File: src/rtl/vending_machine_multi_pkg.sv
// Shared types and constants for the multi-item vending controller.
package vending_pkg;
  typedef enum logic [1:0] {ST_IDLE, ST_PAY, ST_VEND, ST_REFUND} state_t;
  localparam int COIN1_VAL = 1;
  localparam int COIN2_VAL = 2;
endpackage

File: src/rtl/vending_machine_multi_if.sv
// Front-end / dispenser bundle of the vending controller.
interface vending_machine_multi_if #(
  parameter int NUM_ITEMS = 4,
  parameter int STOCK_W   = 4,
  parameter int CREDIT_W  = 4
);
  localparam int SEL_W = $clog2(NUM_ITEMS);
  logic                         sel_valid;
  logic [SEL_W-1:0]             sel;
  logic                         coin1;
  logic                         coin2;
  logic                         cancel;
  logic                         load_valid;
  logic [SEL_W-1:0]             load_sel;
  logic [STOCK_W-1:0]           load_qty;
  logic                         coin_accept;
  logic                         deliver;
  logic [SEL_W-1:0]             deliver_item;
  logic                         change_valid;
  logic [CREDIT_W-1:0]          change_amt;
  logic                         sold_out;
  logic [NUM_ITEMS*STOCK_W-1:0] stock_level;

  modport master (
    output sel_valid, sel, coin1, coin2, cancel, load_valid, load_sel, load_qty,
    input  coin_accept, deliver, deliver_item, change_valid, change_amt, sold_out, stock_level
  );
  modport slave (
    input  sel_valid, sel, coin1, coin2, cancel, load_valid, load_sel, load_qty,
    output coin_accept, deliver, deliver_item, change_valid, change_amt, sold_out, stock_level
  );
endinterface

File: src/rtl/vending_machine_multi_stock_bank.sv
// Per-item saturating stock counters with one restock and one decrement port.
module stock_bank #(
  parameter int NUM_ITEMS = 4,
  parameter int STOCK_W   = 4,
  parameter int SEL_W     = $clog2(NUM_ITEMS)
) (
  input  logic                         clk,
  input  logic                         rst,
  input  logic                         ld_en,
  input  logic [SEL_W-1:0]             ld_sel,
  input  logic [STOCK_W-1:0]           ld_qty,
  input  logic                         dec_en,
  input  logic [SEL_W-1:0]             dec_sel,
  output logic [NUM_ITEMS*STOCK_W-1:0] level
);
  for (genvar i = 0; i < NUM_ITEMS; i++) begin : g_item
    logic [STOCK_W-1:0] cnt_q, cnt_d;
    logic [STOCK_W:0]   sum;

    assign sum = {1'b0, cnt_q} + {1'b0, ld_qty};

    // Restock saturates first, then a same-cycle vend takes one away.
    always_comb begin
      cnt_d = cnt_q;
      if (ld_en && ld_sel == SEL_W'(i))
        cnt_d = sum[STOCK_W] ? '1 : sum[STOCK_W-1:0];
      if (dec_en && dec_sel == SEL_W'(i) && cnt_d != '0)
        cnt_d = cnt_d - STOCK_W'(1);
    end

    // Counter register.
    always_ff @(posedge clk or posedge rst) begin
      if (rst) cnt_q <= '0;
      else     cnt_q <= cnt_d;
    end

    assign level[i*STOCK_W +: STOCK_W] = cnt_q;
  end
endmodule

File: src/rtl/vending_machine_multi.sv
// Multi-item vending FSM: selection, coin credit, timeout, vend/refund with change.
module vending_machine_multi
  import vending_pkg::*;
#(
  parameter int                          NUM_ITEMS = 4,
  parameter int                          STOCK_W   = 4,
  parameter int                          CREDIT_W  = 4,
  parameter logic [NUM_ITEMS*CREDIT_W-1:0] PRICES  = {4'd3, 4'd3, 4'd2, 4'd1},
  parameter int                          TIMEOUT   = 16
) (
  input  logic                 clk,
  input  logic                 rst,
  vending_machine_multi_if.slave bus
);
  localparam int SEL_W = $clog2(NUM_ITEMS);
  localparam int TMR_W = $clog2(TIMEOUT);

  state_t               state_q, state_d;
  logic [SEL_W-1:0]     item_q, item_d;
  logic [CREDIT_W-1:0]  credit_q, credit_d;
  logic [TMR_W-1:0]     tmr_q, tmr_d;
  logic                 coin_accept_q, coin_accept_d;
  logic                 deliver_q, deliver_d;
  logic [SEL_W-1:0]     deliver_item_q, deliver_item_d;
  logic                 change_valid_q, change_valid_d;
  logic [CREDIT_W-1:0]  change_amt_q, change_amt_d;
  logic                 sold_out_q, sold_out_d;

  logic [NUM_ITEMS*STOCK_W-1:0] stock_lvl;
  logic [STOCK_W-1:0]   sel_stock;
  logic                 sel_ok;
  logic [CREDIT_W-1:0]  price;
  logic [CREDIT_W-1:0]  coin_add;
  logic                 coin_any;
  logic                 sel_avail;

  assign coin_add  = (bus.coin1 ? CREDIT_W'(COIN1_VAL) : '0) + (bus.coin2 ? CREDIT_W'(COIN2_VAL) : '0);
  assign coin_any  = bus.coin1 | bus.coin2;
  assign sel_avail = sel_ok && (sel_stock != '0);

  // Stock of the requested item and price of the latched item; out-of-range selects match nothing.
  always_comb begin
    sel_ok    = 1'b0;
    sel_stock = '0;
    price     = '0;
    for (int i = 0; i < NUM_ITEMS; i++) begin
      if (bus.sel == SEL_W'(i)) begin
        sel_ok    = 1'b1;
        sel_stock = stock_lvl[i*STOCK_W +: STOCK_W];
      end
      if (item_q == SEL_W'(i)) price = PRICES[i*CREDIT_W +: CREDIT_W];
    end
  end

  // State, credit and timeout register.
  always_ff @(posedge clk or posedge rst) begin
    if (rst) begin
      state_q  <= ST_IDLE;
      item_q   <= '0;
      credit_q <= '0;
      tmr_q    <= '0;
    end else begin
      state_q  <= state_d;
      item_q   <= item_d;
      credit_q <= credit_d;
      tmr_q    <= tmr_d;
    end
  end

  // Next state: cancel beats payment completion, which beats timeout.
  always_comb begin
    state_d  = state_q;
    item_d   = item_q;
    credit_d = credit_q;
    tmr_d    = tmr_q;
    unique case (state_q)
      ST_IDLE: if (bus.sel_valid && sel_avail) begin
        item_d   = bus.sel;
        credit_d = '0;
        tmr_d    = '0;
        state_d  = ST_PAY;
      end
      ST_PAY: begin
        credit_d = credit_q + coin_add;
        tmr_d    = coin_any ? '0 : tmr_q + TMR_W'(1);
        if (bus.cancel)                                  state_d = ST_REFUND;
        else if (credit_d >= price)                      state_d = ST_VEND;
        else if (!coin_any && tmr_q == TMR_W'(TIMEOUT-1)) state_d = ST_REFUND;
      end
      default: state_d = ST_IDLE;
    endcase
  end

  // Registered outputs, computed from the transition being taken this cycle.
  always_comb begin
    coin_accept_d  = (state_d == ST_PAY);
    deliver_d      = (state_d == ST_VEND);
    deliver_item_d = deliver_item_q;
    change_amt_d   = change_amt_q;
    change_valid_d = 1'b0;
    sold_out_d     = (state_q == ST_IDLE) && bus.sel_valid && !sel_avail;
    if (state_d == ST_VEND) begin
      deliver_item_d = item_q;
      change_amt_d   = credit_d - price;
      change_valid_d = (credit_d != price);
    end else if (state_d == ST_REFUND) begin
      change_amt_d   = credit_d;
      change_valid_d = (credit_d != '0);
    end
  end

  // Output register.
  always_ff @(posedge clk or posedge rst) begin
    if (rst) begin
      coin_accept_q  <= 1'b0;
      deliver_q      <= 1'b0;
      deliver_item_q <= '0;
      change_valid_q <= 1'b0;
      change_amt_q   <= '0;
      sold_out_q     <= 1'b0;
    end else begin
      coin_accept_q  <= coin_accept_d;
      deliver_q      <= deliver_d;
      deliver_item_q <= deliver_item_d;
      change_valid_q <= change_valid_d;
      change_amt_q   <= change_amt_d;
      sold_out_q     <= sold_out_d;
    end
  end

  stock_bank #(.NUM_ITEMS(NUM_ITEMS), .STOCK_W(STOCK_W), .SEL_W(SEL_W)) u_stock (
    .clk     (clk),
    .rst     (rst),
    .ld_en   (bus.load_valid),
    .ld_sel  (bus.load_sel),
    .ld_qty  (bus.load_qty),
    .dec_en  (state_q == ST_VEND),
    .dec_sel (item_q),
    .level   (stock_lvl)
  );

  assign bus.coin_accept  = coin_accept_q;
  assign bus.deliver      = deliver_q;
  assign bus.deliver_item = deliver_item_q;
  assign bus.change_valid = change_valid_q;
  assign bus.change_amt   = change_amt_q;
  assign bus.sold_out     = sold_out_q;
  assign bus.stock_level  = stock_lvl;
endmodule
File: src/flat_wrapper.sv
// flat-port wrapper written by rule: the top's interface ports become plain ports
module vending_machine_multi_flat import vending_pkg::*;
#(
  parameter int                          NUM_ITEMS = 4,
  parameter int                          STOCK_W   = 4,
  parameter int                          CREDIT_W  = 4,
  parameter logic [NUM_ITEMS*CREDIT_W-1:0] PRICES  = {4'd3, 4'd3, 4'd2, 4'd1},
  parameter int                          TIMEOUT   = 16
)
  (clk, rst, bus_sel_valid, bus_sel, bus_coin1, bus_coin2, bus_cancel, bus_load_valid, bus_load_sel, bus_load_qty, bus_coin_accept, bus_deliver, bus_deliver_item, bus_change_valid, bus_change_amt, bus_sold_out, bus_stock_level);
  vending_machine_multi_if #(.NUM_ITEMS(NUM_ITEMS), .STOCK_W(STOCK_W), .CREDIT_W(CREDIT_W)) bus_i ();
  input  logic clk;
  input  logic rst;
  input wire logic [$bits(bus_i.sel_valid)-1:0] bus_sel_valid;
  input wire logic [$bits(bus_i.sel)-1:0] bus_sel;
  input wire logic [$bits(bus_i.coin1)-1:0] bus_coin1;
  input wire logic [$bits(bus_i.coin2)-1:0] bus_coin2;
  input wire logic [$bits(bus_i.cancel)-1:0] bus_cancel;
  input wire logic [$bits(bus_i.load_valid)-1:0] bus_load_valid;
  input wire logic [$bits(bus_i.load_sel)-1:0] bus_load_sel;
  input wire logic [$bits(bus_i.load_qty)-1:0] bus_load_qty;
  output wire logic [$bits(bus_i.coin_accept)-1:0] bus_coin_accept;
  output wire logic [$bits(bus_i.deliver)-1:0] bus_deliver;
  output wire logic [$bits(bus_i.deliver_item)-1:0] bus_deliver_item;
  output wire logic [$bits(bus_i.change_valid)-1:0] bus_change_valid;
  output wire logic [$bits(bus_i.change_amt)-1:0] bus_change_amt;
  output wire logic [$bits(bus_i.sold_out)-1:0] bus_sold_out;
  output wire logic [$bits(bus_i.stock_level)-1:0] bus_stock_level;
  assign bus_i.sel_valid = bus_sel_valid;
  assign bus_i.sel = bus_sel;
  assign bus_i.coin1 = bus_coin1;
  assign bus_i.coin2 = bus_coin2;
  assign bus_i.cancel = bus_cancel;
  assign bus_i.load_valid = bus_load_valid;
  assign bus_i.load_sel = bus_load_sel;
  assign bus_i.load_qty = bus_load_qty;
  assign bus_coin_accept = bus_i.coin_accept;
  assign bus_deliver = bus_i.deliver;
  assign bus_deliver_item = bus_i.deliver_item;
  assign bus_change_valid = bus_i.change_valid;
  assign bus_change_amt = bus_i.change_amt;
  assign bus_sold_out = bus_i.sold_out;
  assign bus_stock_level = bus_i.stock_level;
  vending_machine_multi #(.NUM_ITEMS(NUM_ITEMS), .STOCK_W(STOCK_W), .CREDIT_W(CREDIT_W), .PRICES(PRICES), .TIMEOUT(TIMEOUT)) u_core (.clk(clk), .rst(rst), .bus(bus_i));
endmodule
File: config.mk
export PLATFORM = sky130hd
export DESIGN_NAME = vending_machine_multi_flat
export DESIGN_NICKNAME = d
export VERILOG_FILES = /design/src/rtl/vending_machine_multi_pkg.sv /design/src/rtl/vending_machine_multi_if.sv /design/src/rtl/vending_machine_multi_stock_bank.sv /design/src/rtl/vending_machine_multi.sv /design/src/flat_wrapper.sv
export SDC_FILE = /design/constraint.sdc
export NUM_CORES = 1
export LEC_CHECK = 0
export ABC_CLOCK_PERIOD_IN_PS = 3100
export CAP_MARGIN = 20
export CORE_MARGIN = 2
export CORE_UTILIZATION = 55
export CTS_CLUSTER_DIAMETER = 120
export CTS_CLUSTER_SIZE = 14
export DETAILED_ROUTE_END_ITERATION = 6
export HOLD_SLACK_MARGIN = 0.08
export PLACE_DENSITY = 0.81
export SLEW_MARGIN = 40
export SYNTH_ARGS = -nofsm -noshare
export SYNTH_HDL_FRONTEND = slang
export SYNTH_SLANG_ARGS = --single-unit
File: constraint.sdc
create_clock -name clk -period 3.1 [get_ports clk]
set_input_delay 0.31 -clock clk [delete_from_list [all_inputs] [get_ports clk]]
set_output_delay 0.31 -clock clk [all_outputs]
set_load 0.01 [all_outputs]
==> metrics.txt, run 1 <==
status=complete, no violations; Pwr Density=between 900 and 1000 nW/um2; Vias=between 2000 and 2500; Antenna Diode Count=0; Mapped Nets=341; maximum vdd drop=between 500 and 600 uV; Startpoint Class=primary input; proportion of layout cells with a drive suffix above 1=0.1026; Seq/Total Area, Yosys=0.3403; met3 Use GR=0.04284; largest net degree at the start of global routing=39; H-Tree Depth=2; CTS tree=done; Crit. Startpoint=bus_sel[1]; Post-synth EDFFs=0; vias per cell=5.809; fin crit share=0.8876; Initial Util=0.5800; Critical Path Sink Type=flop; total number of yosys warnings=0; Area growth syn-to-layout=25.48%; Yosys cell types=55; number of synthesized register bits=38; Post-CTS Setup Bufs=0; number of slew-limit violations in the final report=0; Tot Pwr=3.414 mW; Yosys top cell area share=0.3403; boundary pin count=41; most common cell after layout, fill and taps aside=clkdlybuf4s50_1; length of the first detailed-routing pass in iterations=4; Rows=25; Die W=75.28 um; port bufs=40; CTS resizes=0; CTS Hold Bufs=0; largest area contributor in the netlist=dfrtp_1; commonest cells after routing, fill and taps aside=40 x clkdlybuf4s50_1, 38 x dfrtp_1, 28 x nor2_1, 27 x ha_1, 22 x nand2_1; number of fill cells=367; top cells by area, synth=dfrtp_1 34%, ha_1 12%, fa_1 4.3%; Clock Pin Slew Worst Setup and Hold Paths=approximately 0.08 ns; CP max-delay cell=mux4_2; CTS Buffer Depth=2; Hold WS=0.4510 ns; critical path arrival=2.91 ns; first-pass GRT wire length=11.30 mm; ys flop type=dfrtp_1; worst path cell trace=clkdlybuf4s50_1 -> mux4_2 -> a21boi_2 -> o21bai_2 -> buf_4 -> a22oi_2 -> ha_1 -> inv_1 -> a2111o_1 -> o21ai_0 -> o311ai_1; RD Place Congestion=0.8736; Worst path max stage delay=0.55 ns; CTS root buffer=clkbuf_8; Slew @ Worst Pin=0.5678 ns; RR Startpoint=u_core.u_stock.g_item[2].cnt_q[1]; WS Path Type=primary input to flop; DRC=0; drt total wl=6.695 mm; Worst Skew=0.003118 ns; RSZ-0062 raised after global routing=false; DR WL/cell=16.02 um; Bufs and invs on worst path=3; met2 usage=0.4357; Core ar.=4817 um2; Tightest Hold Check Type=primary input to async pin; TNS Setup=0 ns; die area=5666 um2; grt met1 use=0.3612; initial DRC count=138; Tmin final=2.752 ns; Async S/R FF share, synth=1.000; die height=75.28 um; Global Route Usage Sum=0.2643; fin nets=398; hpwl dp=5.152 mm; final global-route overflow total=0; clk sinks=38; Hold Vio Cnt, Final=0; Detail Route Antenna Nets=0; Worst EP required=3.26 ns; Synth Area per Inst=between 9 and 10 um2; number of antenna violations at the first check in global routing=0; vias in the first global route=2385; worst-path maximum fanout=5; Slew HR=0.6155; maximum clock rate=between 0.3 and 0.4 GHz; LEAKAGE=about 1.6 nW; mapped cell area=2794 um2; CP top delay family=compound AO/OA/AOI/OAI gates; Worst-Skew Late Latency=approximately 0.3 ns; post-synthesis instance total=293; max cap viols=0; GRT Max-Usage Layer=met2; final setup violation count=0; CTS Buf Count=5
report_power, final:
| part | internal (mW) | switching [mW] | total, mW | leakage [nW] |
|---|---|---|---|---|
| Sequential | 0.699 | 0.242 | 0.941 | 0.447 |
| Combinational | 0.964 | 0.980 | 1.94 | 1.05 |
| Clock | 0.343 | 0.186 | 0.529 | 0.0714 |
path summary, 6_finish.rpt:
check,to,slack (ns),depth (start not counted)
max in group asynchronous,u_core.u_stock.g_item[3].cnt_q[3],2.32,3
setup / recovery,u_core.bus.change_amt[3],0.35,11
hold reg to reg,u_core.tmr_q[3],0.49,1
setup reg to reg,u_core.bus.change_amt[3],0.42,11
hold / removal,u_core.bus.change_amt[2],0.45,3
min in group clk,u_core.tmr_q[3],0.49,1
metrics by stage:
| stage | utilization | area, um2 | cells | worst slack, ns |
|---|---|---|---|---|
| floorplan | - | 2794 | 293 | 0.4267 |
| global placement | 0.6982 | 3363 | 410 | 0.1361 |
| detailed placement | 0.6982 | 3363 | 410 | 0.06205 |
| CTS | 0.7278 | 3506 | 418 | 0.3654 |
| global route | 0.7278 | 3506 | 418 | 0.1758 |
| finish | 0.7278 | 3506 | 418 | 0.3485 |
cell usage after synthesis, types with 3 or more instances:
cell      number
dfrtp_1       38
nand2b_1      10
nor3_1         3
ha_1          27
o21ai_0       19
mux2i_1        9
nor2b_1        9
nor2_1        28
and3_1         3
mux2_2         4
nand3_1       12
xnor2_1        7
nand4_1        4
a21o_1         7
fa_1           6
nand2_1       22
o22ai_1        9
a21oi_1        7
inv_1         19
layout make-up:
| cell class | count | area (um2) | area share |
|---|---|---|---|
| Tap cell | 67 | 83.83 | 0.02391 |
| Clock buffer | 6 | 82.58 | 0.02355 |
| Sequential cell | 38 | 950.9 | 0.2712 |
| Multi-Input combinational cell | 231 | 1752 | 0.4996 |
| Clock inverter | 2 | 60.06 | 0.01713 |
| Timing Repair Buffer | 53 | 498.0 | 0.1420 |
| Inverter | 21 | 78.83 | 0.02248 |
worst min-delay path, delay by kind of cell:
family,cells,cell delay [ns]
buffers and inverters,3,0.88
state kept, by name (all words and copies together), names as in the netlist:
signal,flops
u_core.u_stock.g_item.cnt_q,16
u_core.state_q,2
u_core.bus.coin_accept,1
u_core.bus.deliver,1
u_core.credit_q,4
u_core.tmr_q,4
u_core.item_q,2
u_core.bus.change_valid,1
u_core.bus.change_amt,4
u_core.bus.sold_out,1
u_core.bus.deliver_item,2
metal layers:
layer | wire [um] | vias to the layer above
li1 | - | 1177
met1 | 3019 | 1173
met2 | 3294 | 70
met3 | 295 | 8
met4 | 86 | 0
met5 | 0 | -
kinds of logic (layout without fill, tap and decap cells):
group	count (synthesis)	count (layout)	synth area share
compound gates	75	75	0.1908
xor+xnor	9	9	0.02821
fa+ha+maj	33	33	0.1639
buf+inv	24	82	0.03269
flops	38	38	0.3403
mux	16	16	0.06852
simple gates	98	98	0.1756
Power figures use the tool's default switching activity.
==> inputs of run 2 (changes only) <==
--- a/config.mk
+++ b/config.mk
@@ -5,15 +5,18 @@
 export SDC_FILE = /design/constraint.sdc
 export NUM_CORES = 1
 export LEC_CHECK = 0
+export ABC_AREA = 1
 export ABC_CLOCK_PERIOD_IN_PS = 3100
 export CAP_MARGIN = 20
+export CORE_ASPECT_RATIO = 1.4
 export CORE_MARGIN = 2
-export CORE_UTILIZATION = 55
+export CORE_UTILIZATION = 56
 export CTS_CLUSTER_DIAMETER = 120
 export CTS_CLUSTER_SIZE = 14
 export DETAILED_ROUTE_END_ITERATION = 6
 export HOLD_SLACK_MARGIN = 0.08
 export PLACE_DENSITY = 0.81
+export RECOVER_POWER = 25
 export SLEW_MARGIN = 40
 export SYNTH_ARGS = -nofsm -noshare
 export SYNTH_HDL_FRONTEND = slang
==> metrics.txt, run 2 <==
CTS Hold Bufs=0 (unchanged); Mapped Nets=460 (+35%); number of synthesized register bits=38 (unchanged); Startpoint Class=primary input; Hold WS=0.5116 ns (+0.06062 ns); WS Path Type=primary input to flop; maximum clock rate=0.3674 GHz (+1.1%); number of slew-limit violations in the final report=39 (+39); length of the first detailed-routing pass in iterations=5 (+1); mapped cell area=2990 um2 (+7.0%); Post-CTS Setup Bufs=0 (unchanged); Tmin final=2.721 ns (-0.03004 ns); RD Place Congestion=0.8653 (-0.95%); Critical Path Sink Type=flop; LEAKAGE=1.847 nW (+18%); maximum vdd drop=534.2 uV (-7.4%); CTS resizes=0 (unchanged); max cap viols=1 (+1); synth cell count leaders=106 x nand2_1, 84 x inv_1, 38 x dfrtp_1, 33 x nor2_1, 27 x ha_1; number of antenna violations at the first check in global routing=0 (unchanged); initial DRC count=86 (-38%); Seq/Total Area, Yosys=0.3180 (-0.02236); Async S/R FF share, synth=1.000 (unchanged); Antenna Diode Count=0 (unchanged); largest area contributor in the netlist=dfrtp_1; Bufs and invs on worst path=4 (+1); Rows=31 (+24%); commonest cells after routing, fill and taps aside=106 x nand2_1, 84 x inv_1, 39 x clkdlybuf4s50_1, 38 x dfrtp_1, 33 x nor2_1; DR WL/cell=12.71 um (-21%); Detail Route Antenna Nets=0 (unchanged); H-Tree Depth=2 (unchanged); boundary pin count=41 (unchanged); DRC=0 (unchanged); Die W=65.76 um (-13%); number of flip-flops in the largest register=16 (unchanged); vias per cell=5.109 (-12%); total number of yosys warnings=0 (unchanged); largest net degree at the start of global routing=39 (unchanged); critical path arrival=2.90 ns (about the same); Global Route Usage Sum=0.2461 (-0.01814); Tightest Hold Check Type=flop to flop; CP max-delay cell=clkdlybuf4s50_1; final setup violation count=0 (unchanged); fin nets=512 (+29%); violations in the final reports=capacitance limit, slew limit; Slew @ Worst Pin=2.073 ns (+1.506 ns); CP top delay family=adder cells; CTS tree=done; Post-synth EDFFs=0 (unchanged); hpwl dp=5.372 mm (+4.3%); proportion of layout cells with a drive suffix above 1=0.07527 (-0.02730); fin crit share=0.8779 (-0.009689); RSZ-0062 raised after global routing=false; Worst-Skew Late Latency=0.29 ns (about the same); Yosys top cell area share=0.3180 (-0.02236); vias in the first global route=2686 (+13%); post-synthesis instance total=412 (+41%); worst path cell trace=clkdlybuf4s50_1 -> ha_1 -> inv_1 -> fa_1 -> inv_1 -> nand2_1 -> a21oi_1 -> nand2b_2 -> o22ai_2 -> ha_1 -> inv_1 -> nor2_1 -> nand2_1 -> nand2_2 -> o21ai_0 -> nand2_1; Clock Pin Slew Worst Setup and Hold Paths=0.07 ns (about the same); status=finished, violations left; die height=90.47 um (+20%); top cells by area, synth=dfrtp_1 32%, nand2_1 13%, ha_1 11%; Core ar.=5159 um2 (+7.1%); Area growth syn-to-layout=20.33%; Worst path max stage delay=0.58 ns (+0.03 ns); drt total wl=6.748 mm (+0.79%); worst-path maximum fanout=6 (+1); most instantiated library cell after synthesis=nand2_1; Yosys cell types=35 (-36%); ys flop type=dfrtp_1; Slew HR=-0.3823 (-0.9978); clk sinks=38 (unchanged); Synth Area per Inst=7.258 um2 (-24%); CTS Buffer Depth=2 (unchanged); TNS Setup=0 ns (unchanged); Vias=2713 (+12%); Largest Register=u_core.u_stock.g_item.cnt_q; Worst Skew=0.003784 ns (+0.0006657 ns); port bufs=40 (unchanged); Hold Vio Cnt, Final=0 (unchanged); Pwr Density=887.5 nW/um2 (-8.9%); most common cell after layout, fill and taps aside=nand2_1; Worst EP required=3.28 ns (+0.02 ns); die area=5949 um2 (+5.0%); CTS Buf Count=5 (unchanged); Initial Util=0.5797 (about the same); final global-route overflow total=0 (unchanged); first-pass GRT wire length=11.52 mm (+2.0%); CTS root buffer=clkbuf_8
==> run 2: metrics by stage <==
| step | worst slack [ns] | total power [mW] | utilization | instance area (um2) | cells |
|---|---|---|---|---|---|
| 6_report | 0.3785 | 3.194 | 0.6976 | 3598 | 531 |
| 5_1_grt | 0.1193 | 3.522 | 0.6976 | 3598 | 531 |
| 4_1_cts | 0.4094 | 3.206 | 0.6983 | 3602 | 531 |
| 3_5_place_dp | 0.1058 | 2.838 | 0.6806 | 3511 | 523 |
| 3_3_place_gp | 0.1914 | 2.776 | 0.6806 | 3511 | 523 |
| 2_1_floorplan | 0.7508 | 2.152 | - | 2990 | 412 |
==> run 2: final timing paths <==
kind,start,to,slack [ns],cells past startpoint
worst min register to register,u_core.bus.deliver_item[1],u_core.bus.deliver_item[1],0.51,2
max in group asynchronous,rst,u_core.u_stock.g_item[0].cnt_q[0],0.71,3
worst max-delay path,bus_load_qty[0],u_core.u_stock.g_item[3].cnt_q[2],0.38,16
worst max register to register,u_core.u_stock.g_item[3].cnt_q[0],u_core.u_stock.g_item[3].cnt_q[2],0.55,15
worst min-delay path,u_core.bus.deliver_item[1],u_core.bus.deliver_item[1],0.51,2
min in group asynchronous,rst,u_core.u_stock.g_item[2].cnt_q[2],1.20,3
==> run 2: metal layers <==
metal	vias to the layer above	track usage	routed length, um
met2	58	0.4680	3711
met4	0	0.07813	106
met3	10	0.02993	215
li1	1393	-	-
met5	-	0	0
met1	1252	0.2724	2714
==> run 2: kinds of logic after synthesis <==
kind of cell | Yosys count | synth area share
adder cells (fa/ha/maj) | 33 | 0.1531
XOR/XNOR | 9 | 0.02636
buffers and inverters | 88 | 0.1105
AND/OR/NAND/NOR | 190 | 0.2757
flip-flops | 38 | 0.3180
AO/OA/AOI/OAI | 54 | 0.1163
==> run 2: worst register-to-register path: cells and delay by family, from the launching register on <==
family	cells	cell delay, ns
adder cells (fa/ha/maj)	3	0.82
AND/OR/NAND/NOR	6	0.55
flip-flops	1	0.45
AO/OA/AOI/OAI	3	0.44
buffers and inverters	3	0.19
==> run 2: where the power goes <==
part | switching (mW) | internal [mW] | total [mW]
clock | 0.177 | 0.180 | 0.356
sequential | 0.187 | 0.697 | 0.884
combinational | 1.10 | 0.855 | 1.95
total | 1.46 | 1.73 | 3.19
==> run 2: area by class of cell <==
type / count / area (um2)
Fill cell: 435 / 1560
Tap cell: 66 / 82.58
Clock buffer: 7 / 86.33
Timing Repair Buffer: 45 / 434.2
Sequential cell: 38 / 950.9
Clock inverter: 1 / 5.005
Multi-Input combinational cell: 286 / 1709
Inverter: 88 / 330.3
